File: src/rtl/alu_muldiv_pkg.sv
// Shared encodings for the iterative multiply/divide unit.
package alu_muldiv_pkg;

    // MDCode operation encodings
    localparam logic [2:0] MD_MULT  = 3'b000;
    localparam logic [2:0] MD_MULTU = 3'b001;
    localparam logic [2:0] MD_DIV   = 3'b010;
    localparam logic [2:0] MD_DIVU  = 3'b011;
    localparam logic [2:0] MD_MTHI  = 3'b100;
    localparam logic [2:0] MD_MTLO  = 3'b101;

    // Control FSM state encodings
    localparam logic [1:0] ST_IDLE = 2'b00;
    localparam logic [1:0] ST_RUN  = 2'b01;
    localparam logic [1:0] ST_FIX  = 2'b10;

    // True for the multi-cycle arithmetic ops (MULT/MULTU/DIV/DIVU)
    function automatic logic md_is_arith(input logic [2:0] code);
        return (code[2] == 1'b0);
    endfunction

    // True for the ops that treat operands as two's complement
    function automatic logic md_is_signed(input logic [2:0] code);
        return (code == MD_MULT) || (code == MD_DIV);
    endfunction

    // True for the divide ops
    function automatic logic md_is_div(input logic [2:0] code);
        return (code == MD_DIV) || (code == MD_DIVU);
    endfunction

endpackage

File: src/rtl/alu_muldiv_unit_md_step.sv
// One radix-2 iteration on the {acc, q} working register: shift-add for
// multiply (right shift, multiplier consumed from q[0]) and restoring
// trial-subtract for divide (left shift, quotient bits enter at q[0]).
module md_step #(
    parameter int WIDTH = 32
) (
    input  logic             is_div,
    input  logic [WIDTH-1:0] acc_i,
    input  logic [WIDTH-1:0] q_i,
    input  logic [WIDTH-1:0] opnd_i,
    output logic [WIDTH-1:0] acc_o,
    output logic [WIDTH-1:0] q_o
);

    logic [WIDTH:0]   sum_s;
    logic [WIDTH:0]   rem_sh_s;
    logic [WIDTH-1:0] diff_s;

    // Single combinational iteration of the selected datapath
    always_comb begin
        sum_s    = {1'b0, acc_i} + {1'b0, opnd_i};
        rem_sh_s = {acc_i, q_i[WIDTH-1]};
        // When the trial succeeds the difference is below 2^WIDTH, so the
        // low WIDTH bits of the subtraction are exact.
        diff_s   = rem_sh_s[WIDTH-1:0] - opnd_i;
        acc_o    = acc_i;
        q_o      = q_i;
        if (is_div) begin
            if (rem_sh_s >= {1'b0, opnd_i}) begin
                acc_o = diff_s;
                q_o   = {q_i[WIDTH-2:0], 1'b1};
            end else begin
                acc_o = rem_sh_s[WIDTH-1:0];
                q_o   = {q_i[WIDTH-2:0], 1'b0};
            end
        end else begin
            if (q_i[0]) begin
                acc_o = sum_s[WIDTH:1];
                q_o   = {sum_s[0], q_i[WIDTH-1:1]};
            end else begin
                acc_o = {1'b0, acc_i[WIDTH-1:1]};
                q_o   = {acc_i[0], q_i[WIDTH-1:1]};
            end
        end
    end

endmodule

File: src/rtl/alu_muldiv_unit.sv
// Iterative MULT/MULTU/DIV/DIVU unit owning the architectural HI/LO pair.
// Operands are reduced to magnitudes on accept, iterated WIDTH times,
// then sign-corrected in a final FIX cycle that writes HI/LO.
module alu_muldiv_unit
    import alu_muldiv_pkg::*;
#(
    parameter int WIDTH = 32
) (
    input  logic             clk,
    input  logic             rst_n,
    input  logic             start,
    input  logic [2:0]       MDCode,
    input  logic [WIDTH-1:0] A,
    input  logic [WIDTH-1:0] B,
    input  logic             flush,
    output logic             busy,
    output logic             done,
    output logic             div_zero,
    output logic [WIDTH-1:0] HI,
    output logic [WIDTH-1:0] LO
);

    localparam int CNT_W = $clog2(WIDTH) + 1;
    localparam logic [CNT_W-1:0] CNT_LAST = CNT_W'(WIDTH - 1);
    localparam logic [CNT_W-1:0] CNT_ONE  = CNT_W'(1);

    logic [1:0]       state_q, state_d;
    logic [CNT_W-1:0] cnt_q, cnt_d;
    logic [WIDTH-1:0] acc_q, acc_d, q_q, q_d, opnd_q, opnd_d;
    logic [WIDTH-1:0] a_raw_q, a_raw_d, hi_q, hi_d, lo_q, lo_d;
    logic             is_div_q, is_div_d, neg_q, neg_d, rem_neg_q, rem_neg_d;
    logic             bzero_q, bzero_d, busy_q, busy_d, done_q, done_d;
    logic             dz_q, dz_d;

    logic             a_neg_s, b_neg_s;
    logic [WIDTH-1:0] mag_a_s, mag_b_s, step_acc_s, step_q_s;
    logic [WIDTH-1:0] quot_s, rem_s;
    logic [2*WIDTH-1:0] prod_s;

    md_step #(.WIDTH(WIDTH)) u_step (
        .is_div (is_div_q),
        .acc_i  (acc_q),
        .q_i    (q_q),
        .opnd_i (opnd_q),
        .acc_o  (step_acc_s),
        .q_o    (step_q_s)
    );

    // FSM, operand capture, iteration and sign-corrected HI/LO writeback
    always_comb begin
        state_d   = state_q;
        cnt_d     = cnt_q;
        acc_d     = acc_q;
        q_d       = q_q;
        opnd_d    = opnd_q;
        a_raw_d   = a_raw_q;
        hi_d      = hi_q;
        lo_d      = lo_q;
        is_div_d  = is_div_q;
        neg_d     = neg_q;
        rem_neg_d = rem_neg_q;
        bzero_d   = bzero_q;
        busy_d    = busy_q;
        done_d    = 1'b0;
        dz_d      = 1'b0;

        a_neg_s = md_is_signed(MDCode) & A[WIDTH-1];
        b_neg_s = md_is_signed(MDCode) & B[WIDTH-1];
        mag_a_s = a_neg_s ? (~A + {{(WIDTH-1){1'b0}}, 1'b1}) : A;
        mag_b_s = b_neg_s ? (~B + {{(WIDTH-1){1'b0}}, 1'b1}) : B;
        prod_s  = neg_q ? (~{acc_q, q_q} + {{(2*WIDTH-1){1'b0}}, 1'b1}) : {acc_q, q_q};
        quot_s  = neg_q ? (~q_q + {{(WIDTH-1){1'b0}}, 1'b1}) : q_q;
        rem_s   = rem_neg_q ? (~acc_q + {{(WIDTH-1){1'b0}}, 1'b1}) : acc_q;

        case (state_q)
            ST_IDLE: begin
                if (flush) begin
                    busy_d = 1'b0;
                end else if (start && md_is_arith(MDCode)) begin
                    state_d   = ST_RUN;
                    busy_d    = 1'b1;
                    cnt_d     = {CNT_W{1'b0}};
                    acc_d     = {WIDTH{1'b0}};
                    is_div_d  = md_is_div(MDCode);
                    neg_d     = a_neg_s ^ b_neg_s;
                    rem_neg_d = a_neg_s;
                    bzero_d   = (B == {WIDTH{1'b0}});
                    a_raw_d   = A;
                    // Divide iterates on the dividend; multiply on the multiplier
                    q_d       = md_is_div(MDCode) ? mag_a_s : mag_b_s;
                    opnd_d    = md_is_div(MDCode) ? mag_b_s : mag_a_s;
                end else if (start && (MDCode == MD_MTHI)) begin
                    hi_d = A;
                end else if (start && (MDCode == MD_MTLO)) begin
                    lo_d = A;
                end else begin
                    state_d = ST_IDLE;
                end
            end
            ST_RUN: begin
                if (flush) begin
                    state_d = ST_IDLE;
                    busy_d  = 1'b0;
                    cnt_d   = {CNT_W{1'b0}};
                end else begin
                    acc_d   = step_acc_s;
                    q_d     = step_q_s;
                    cnt_d   = cnt_q + CNT_ONE;
                    state_d = (cnt_q == CNT_LAST) ? ST_FIX : ST_RUN;
                end
            end
            ST_FIX: begin
                state_d = ST_IDLE;
                busy_d  = 1'b0;
                cnt_d   = {CNT_W{1'b0}};
                if (flush) begin
                    done_d = 1'b0;
                end else if (is_div_q && bzero_q) begin
                    lo_d   = {WIDTH{1'b1}};
                    hi_d   = a_raw_q;
                    done_d = 1'b1;
                    dz_d   = 1'b1;
                end else if (is_div_q) begin
                    lo_d   = quot_s;
                    hi_d   = rem_s;
                    done_d = 1'b1;
                end else begin
                    hi_d   = prod_s[2*WIDTH-1:WIDTH];
                    lo_d   = prod_s[WIDTH-1:0];
                    done_d = 1'b1;
                end
            end
            default: begin
                state_d = ST_IDLE;
                busy_d  = 1'b0;
                cnt_d   = {CNT_W{1'b0}};
            end
        endcase
    end

    // State registers with synchronous active-low reset
    always_ff @(posedge clk) begin
        if (!rst_n) begin
            state_q   <= ST_IDLE;
            cnt_q     <= {CNT_W{1'b0}};
            acc_q     <= {WIDTH{1'b0}};
            q_q       <= {WIDTH{1'b0}};
            opnd_q    <= {WIDTH{1'b0}};
            a_raw_q   <= {WIDTH{1'b0}};
            hi_q      <= {WIDTH{1'b0}};
            lo_q      <= {WIDTH{1'b0}};
            is_div_q  <= 1'b0;
            neg_q     <= 1'b0;
            rem_neg_q <= 1'b0;
            bzero_q   <= 1'b0;
            busy_q    <= 1'b0;
            done_q    <= 1'b0;
            dz_q      <= 1'b0;
        end else begin
            state_q   <= state_d;
            cnt_q     <= cnt_d;
            acc_q     <= acc_d;
            q_q       <= q_d;
            opnd_q    <= opnd_d;
            a_raw_q   <= a_raw_d;
            hi_q      <= hi_d;
            lo_q      <= lo_d;
            is_div_q  <= is_div_d;
            neg_q     <= neg_d;
            rem_neg_q <= rem_neg_d;
            bzero_q   <= bzero_d;
            busy_q    <= busy_d;
            done_q    <= done_d;
            dz_q      <= dz_d;
        end
    end

    assign busy     = busy_q;
    assign done     = done_q;
    assign div_zero = dz_q;
    assign HI       = hi_q;
    assign LO       = lo_q;

endmodule

File: config.mk
export PLATFORM = sky130hd
export DESIGN_NAME = alu_muldiv_unit
export DESIGN_NICKNAME = d
export VERILOG_FILES = /design/src/rtl/alu_muldiv_pkg.sv /design/src/rtl/alu_muldiv_unit_md_step.sv /design/src/rtl/alu_muldiv_unit.sv
export SDC_FILE = /design/constraint.sdc
export NUM_CORES = 1
export LEC_CHECK = 0
export CAP_MARGIN = 20
export CORE_MARGIN = 1.5
export CORE_UTILIZATION = 35
export DETAILED_ROUTE_END_ITERATION = 12
export HOLD_SLACK_MARGIN = 0.1
export PLACE_DENSITY = 0.6
export SLEW_MARGIN = 20
export SYNTH_ARGS = -nofsm -noshare
export SYNTH_HDL_FRONTEND = slang
export SYNTH_HIERARCHICAL = 1
export SYNTH_SLANG_ARGS = --single-unit
File: constraint.sdc
create_clock -name clk -period 2.9 [get_ports clk]
set_input_delay 0.58 -clock clk [delete_from_list [all_inputs] [get_ports clk]]
set_output_delay 0.58 -clock clk [all_outputs]
set_load 0.01 [all_outputs]
Word level (Yosys, flattened, before mapping)
Index checks and enable logic that the tools add are counted.
{"block": "word_totals", "output_inout_bits": 67, "elab_cells": 128, "register_bits": 207, "inputBits": 71}
{"block": "classes", "muxes": 53, "add_sub_neg": 8, "order_cmp": 1, "n_bitwise": 12, "reduce_logical": 20, "n_eq_ne": 19}
{"operator": "$mux 32", "count": 30}
{"operator": "$pmux 32 s2", "count": 4}
{"operator": "$add 32x1->32 const B", "count": 4}
{"operator": "$not 32->32", "count": 4}
{"operator": "$add 64x1->64 const B", "count": 1}
{"operator": "$mux 64", "count": 1}
{"operator": "$not 64->64", "count": 1}
{"operator": "$add 32x32->33", "count": 1}
{"operator": "$ge 33x32->1", "count": 1}
{"operator": "$logic_not 32->1", "count": 1}
{"operator": "$sub 32x32->32", "count": 1}
{"operator": "$mux 6", "count": 3}
{"operator": "$ne 2x2->1 const B", "count": 9}
{"operator": "$mux 2", "count": 6}
{"operator": "$pmux 6 s2", "count": 1}
{"operator": "$ne 3x3->1 const B", "count": 3}
{"operator": "$add 6x1->6 const B", "count": 1}
{"operator": "$eq 3x2->1 const B", "count": 2}
{"operator": "$eq 3x3->1 const B", "count": 2}
{"operator": "$eq 6x5->1 const B", "count": 1}
{"operator": "$mux 1", "count": 6}
{"operator": "$reduce_and 2->1", "count": 3}
{"operator": "$reduce_and 3->1", "count": 2}
{"operator": "$reduce_and 6->1", "count": 1}
{"operator": "other kinds (15)", "count": 24}

Longest topological paths before layout
{"block": "depth", "word_depth": 8, "mapped_depth": 16, "depth_no_buf": 15}

By module
The synthesis kept the hierarchy.
{"mod": "alu_muldiv_unit", "instances": 1, "area_per_inst_um2": 12623.4, "seq_area_each_um2": 4144.0, "cells_each": 1699}
{"mod": "md_step", "instances": 1, "area_per_inst_um2": 5119.9, "seq_area_each_um2": 0.0, "cells_each": 752}

Worst setup path after synthesis
Ideal clock, no wire load.
{"block": "synth_timing", "kind": "register to register", "from": "register q_q[31]", "to": "register acc_q[28]", "t_arrival_ns": 2.879, "required_ns": 2.768, "setup_ns": 0.132, "stages_incl_launch_ff": 16, "synth_period_minus_slack_ns": 3.011, "n_path_buf": 0, "setup_slack_ns": -0.111, "path_cell_list": "dfxtp_1 -> inv_1 -> ha_1 -> inv_1 -> fa_1 -> a21oi_1 -> o2111ai_1 -> a31o_2 -> a2111oi_2 -> o211ai_1 -> a311oi_1 -> a41oi_1 -> nor3_1 -> a211oi_2 -> nand3_1 -> a21oi_1"}
{"block": "synth_via", "elab_chain_cells": 5, "elab_cells_between_ends": 6, "classes_between": "add/sub (1); order compare (1); mux (4)"}
{"element": "start: declaration", "line": "alu_muldiv_unit.sv:29", "rtl": "logic [WIDTH-1:0] acc_q, acc_d, q_q, q_d, opnd_q, opnd_d;"}
{"element": "start signal: assignment", "line": "alu_muldiv_unit.sv:147", "rtl": "q_q <= {WIDTH{1'b0}};"}
{"element": "start signal: assignment", "line": "alu_muldiv_unit.sv:163", "rtl": "q_q <= q_d;"}
{"element": "$sub 32x32->32 / $ge 33x32->1 (equally long branches)", "line": "alu_muldiv_unit_md_step.sv:25, alu_muldiv_unit_md_step.sv:29"}
{"element": "$mux 32 *", "line": "alu_muldiv_unit_md_step.sv:29", "rtl": "if (rem_sh_s >= {1'b0, opnd_i}) begin"}
{"element": "$mux 32 *", "line": "alu_muldiv_unit_md_step.sv:28", "rtl": "if (is_div) begin"}
{"element": "net step_acc_s[28]", "line": "alu_muldiv_unit.sv:36", "rtl": "logic [WIDTH-1:0] mag_a_s, mag_b_s, step_acc_s, step_q_s;"}
{"element": "$mux 32 *", "line": "alu_muldiv_unit.sv:101", "rtl": "if (flush) begin"}
{"element": "$pmux 32 s2 *", "line": "alu_muldiv_unit.sv:75", "rtl": "case (state_q)"}
{"element": "end signal: assignment", "line": "alu_muldiv_unit.sv:146", "rtl": "acc_q <= {WIDTH{1'b0}};"}
{"element": "end: declaration", "line": "alu_muldiv_unit.sv:29"}
The timed path passes the listed nets; every way through them passes the cells marked *. The select of a mux whose other input is x is not followed.
A chain may end at the register's enable or synchronous reset.

Final worst setup path
{"block": "layout_timing", "from": "register acc_q[0]", "to": "register acc_q[25]"}
{"block": "layout_via", "elab_chain_cells": 5, "elab_cells_between_ends": 8, "classes_between": "add/sub (2); order compare (1); mux (5)"}
{"element": "$add 32x32->33 (tied with other cells)", "line": "alu_muldiv_unit_md_step.sv:21", "rtl": "sum_s = {1'b0, acc_i} + {1'b0, opnd_i};"}
{"element": "$mux 32 (on tied branches)", "line": "alu_muldiv_unit_md_step.sv:37, alu_muldiv_unit_md_step.sv:29"}
{"element": "$mux 32 *", "line": "alu_muldiv_unit_md_step.sv:28"}
{"element": "net step_acc_s[25]", "line": "alu_muldiv_unit.sv:36"}
{"element": "$mux 32 *", "line": "alu_muldiv_unit.sv:101"}
{"element": "$pmux 32 s2 *", "line": "alu_muldiv_unit.sv:75"}
Marks and branches as above.

==> flow_summary.json <==
{
  "critPathArrivalTime_ns": 3.48,
  "yosys_warnings": 6,
  "path_clk_slew_ns": 0.06,
  "ys_types": 95,
  "internal_power_mw": 6.41,
  "yosysTopAreaCell": "dfxtp_1",
  "power.share.combinational_pct": 30.2,
  "fp.dieH_um": 228,
  "start_util_pct": 35.4,
  "synth.ff_latch_count": 207,
  "holdCritPathClass": "reg -> reg",
  "clkPwrFrac_pct": 37.8,
  "synthTopCellsByArea": "dfxtp_1 (23%), a21oi_1 (7.9%), nand2_1 (6.0%)",
  "cp_top_family": "compound AO/OA/AOI/OAI gates",
  "relSlewSlack_pct": 50.1,
  "synth_edf_count": 0,
  "powerDensity_mw_per_mm2": 375,
  "synth_fp_nets": 2593,
  "cts_max_level": 1,
  "swShare_pct": 33.1,
  "ys_seq_area_share_pct": 23.4,
  "wirelength_um": 89300,
  "path_buf_inv": 1,
  "syn_avg_cell_area_um2": 7.24,
  "postRouteAntennaNets": 0,
  "worst_pin_slew_ns": 0.747,
  "grt_overflow_total": 0,
  "critPathKind": "reg -> reg",
  "post-route-min-period_ns": 3.06,
  "maxCapViolCount": 0,
  "pre_cts_ws_ns": -0.723,
  "num_rows": 82,
  "critPathCaptureType": "flip-flop",
  "worst_path_max_delay_cell": "dfxtp_4",
  "leakagePower_nw": 10.4,
  "synthArstFlopShare_pct": 0,
  "synth.most_common_cell": "nand2_1",
  "vias": 22254,
  "clock_path_buffers": 3,
  "antenna_found_initial": 2,
  "root_buffer": "clkbuf_16",
  "die_area_mm2": 0.0521,
  "clock-skew-final_ns": 0.0227,
  "synthTopCellsByCount": "nand2_1 (284), a21oi_1 (280), nor2_1 (210)",
  "setup_viol": 21,
  "cp.required_ns": 3.33,
  "syn_inst": 2451,
  "synth_flop_cell": "dfxtp_1",
  "cts_buffers": 26,
  "hpwl_um": 68000,
  "nets": 3106,
  "worst_setup_path_start_kind": "flip-flop",
  "place_congestion": 0.991,
  "grt_pass1_wl_um": 132000,
  "peakVddDrop_v": 0.000456,
  "fin_area_mm2": 0.0255,
  "finalMaxSlewViolations": 0,
  "vias_per_cell": 6.09,
  "hold_violations": 0,
  "cp_slowest_stage_delay_ns": 0.37,
  "cts_tree": "yes",
  "fmax_mhz": 327,
  "crit_path_max_fanout": 4,
  "first_pass_iters": 6,
  "status": "finished, violations left",
  "wl_per_cell_um": 24.4,
  "seqPwrFrac_pct": 32.0,
  "rsz0062_at_grt": "true",
  "drive_gt1_share_pct": 27.2,
  "crit_chain": "ha_4, fa_2, a21o_1, a31o_4, nand3_4, a31oi_4, a2111oi_4, buf_4, o31ai_4, a211oi_2, xor2_1, o211ai_1, a22oi_1, nor2_1",
  "violations": "negative setup slack",
  "grt_use_total_pct": 32.6,
  "first_iter_violations": 2566,
  "area_growth_pct": 43.9,
  "clock-sinks": 207,
  "portBuffers": 137,
  "clk_latency_ns": 0.57,
  "core_mm2": 0.0501,
  "grt_pass1_vias": 21290,
  "yosysTopAreaCellShare_pct": 23.4,
  "grt_max_degree": 93,
  "syn-cell-area_mm2": 0.0177,
  "io_pins": 138,
  "die_width_um": 228,
  "placed_area_mm2": 0.0232,
  "num-fill-cells": 4906,
  "p_sw_mw": 3.17,
  "setup_ws_ns": -0.156,
  "finalCritPeriodShare_pct": 105,
  "hold_buffers": 0,
  "drc": 0,
  "diodes": 0
}
## metal layers
metal | up-vias | global-route usage [%] | share of wire, %
li1 | 10100 | - | -
met1 | 10787 | 42.8 | 41
met2 | 1141 | 53.9 | 46
met3 | 226 | 4.46 | 8.2
met4 | 0 | 12.6 | 4.7
met5 | - | 0 | 0
## layout make-up
cell class                 count  area (µm²)  share of cell area, %
inverter                      76         288                   1.13
timing repair buffer         661        5640                   22.1
sequential                   207        4190                   16.4
clock buffer                  33         728                   2.85
multi-input combinational   1992       13700                   53.5
tap                          672         841                   3.29
clock inverter                11         193                  0.755
## worst paths after layout
kind                                 start    endpoint  slack [ns]  cells past startpoint
worst max-delay path              acc_q[0]   acc_q[25]       -0.16                     14
worst max register to register    acc_q[0]   acc_q[25]       -0.16                     14
worst min register to register  a_raw_q[5]  a_raw_q[5]        0.45                      2
worst min-delay path            a_raw_q[5]  a_raw_q[5]        0.45                      2
## per-stage QoR
| stage | cells | util [%] | hold WS [ns] | setup TNS (ns) | total power [mW] |
|---|---|---|---|---|---|
| floorplan | 2451 | - | 0.431 | 0 | 4.37 |
| global placement | 3572 | 46.3 | 0.439 | -13.64 | 5.59 |
| finish | 3652 | 51.0 | 0.453 | -1.62 | 9.58 |
| global route | 3652 | 51.0 | 0.468 | -4.07 | 9.86 |
| detailed placement | 3572 | 46.3 | 0.443 | -15.63 | 5.61 |
| CTS | 3637 | 49.7 | 0.446 | -0.636 | 9.38 |
## sequential cells by signal (all words and copies together) (netlist names)
signal / count
done: 1
neg_q: 1
cnt_q: 6
div_zero: 1
rem_neg_q: 1
a_raw_q: 32
q_q: 32
HI: 32
is_div_q: 1
opnd_q: 32
LO: 32
state_q: 2
acc_q: 32
busy: 1
bzero_q: 1
## worst register-to-register path, stage by stage, from the launching register on
cell and delay (ns):
dfxtp_4 0.37, ha_4 0.17, fa_2 0.35, a21o_1 0.20, a31o_4 0.25, nand3_4 0.11
a31oi_4 0.11, a2111oi_4 0.27, buf_4 0.19, o31ai_4 0.10, a211oi_2 0.25, xor2_1 0.23
o211ai_1 0.11, a22oi_1 0.16, nor2_1 0.05
## cell families (layout without fill, tap and decap cells)
logic type,Yosys count,after routing,synth area share [%]
and+or+nand+nor,882,882,24.2
AOI/OAI and AO/OA,834,834,30.8
buffers and inverters,252,781,5.66
DFF,207,207,23.4
xor gates and xnor gates,140,140,6.91
adders and majority gates,71,71,5.09
muxes,65,65,3.93
## power by group through the flow
stage	Combinational, mW	Clock (mW)	Sequential, mW
after floorplan	1.29	0	3.08
after global placement	2.48	0	3.11
after detailed placement	2.49	0	3.12
after CTS	2.67	3.65	3.06
after global routing	3.04	3.75	3.07
final	2.89	3.62	3.06
## placed cells by master, fill, tap and decap left out, types with 16 or more instances in the layout
cell type / n
clkdlybuf4s50_1: 136
o221ai_1: 38
o31ai_1: 28
a22oi_1: 21
a21oi_2: 22
inv_1: 68
a21o_1: 34
clkbuf_16: 30
mux2_2: 33
a221oi_1: 16
ha_4: 19
nand3_1: 77
nor3_1: 65
o21ai_0: 131
a31oi_1: 35
nor2b_1: 24
nand4_1: 33
a21oi_1: 252
dfxtp_1: 185
nand2b_1: 16
xnor2_1: 80
nor4_1: 22
nor2_1: 194
ha_1: 44
nand2_1: 281
xor2_1: 57
o211ai_1: 31
a211oi_1: 30
or3_1: 32
buf_4: 488
and3_1: 21
mux2i_1: 28
## timing repair
action	CTS	global route
endpoints found under the setup margin	35	37
gates resized for setup	122	112
cloned	2	4
pin swaps	72	91
buffers inserted	19	14
No activity file was read; power rests on OpenSTA's default activity.
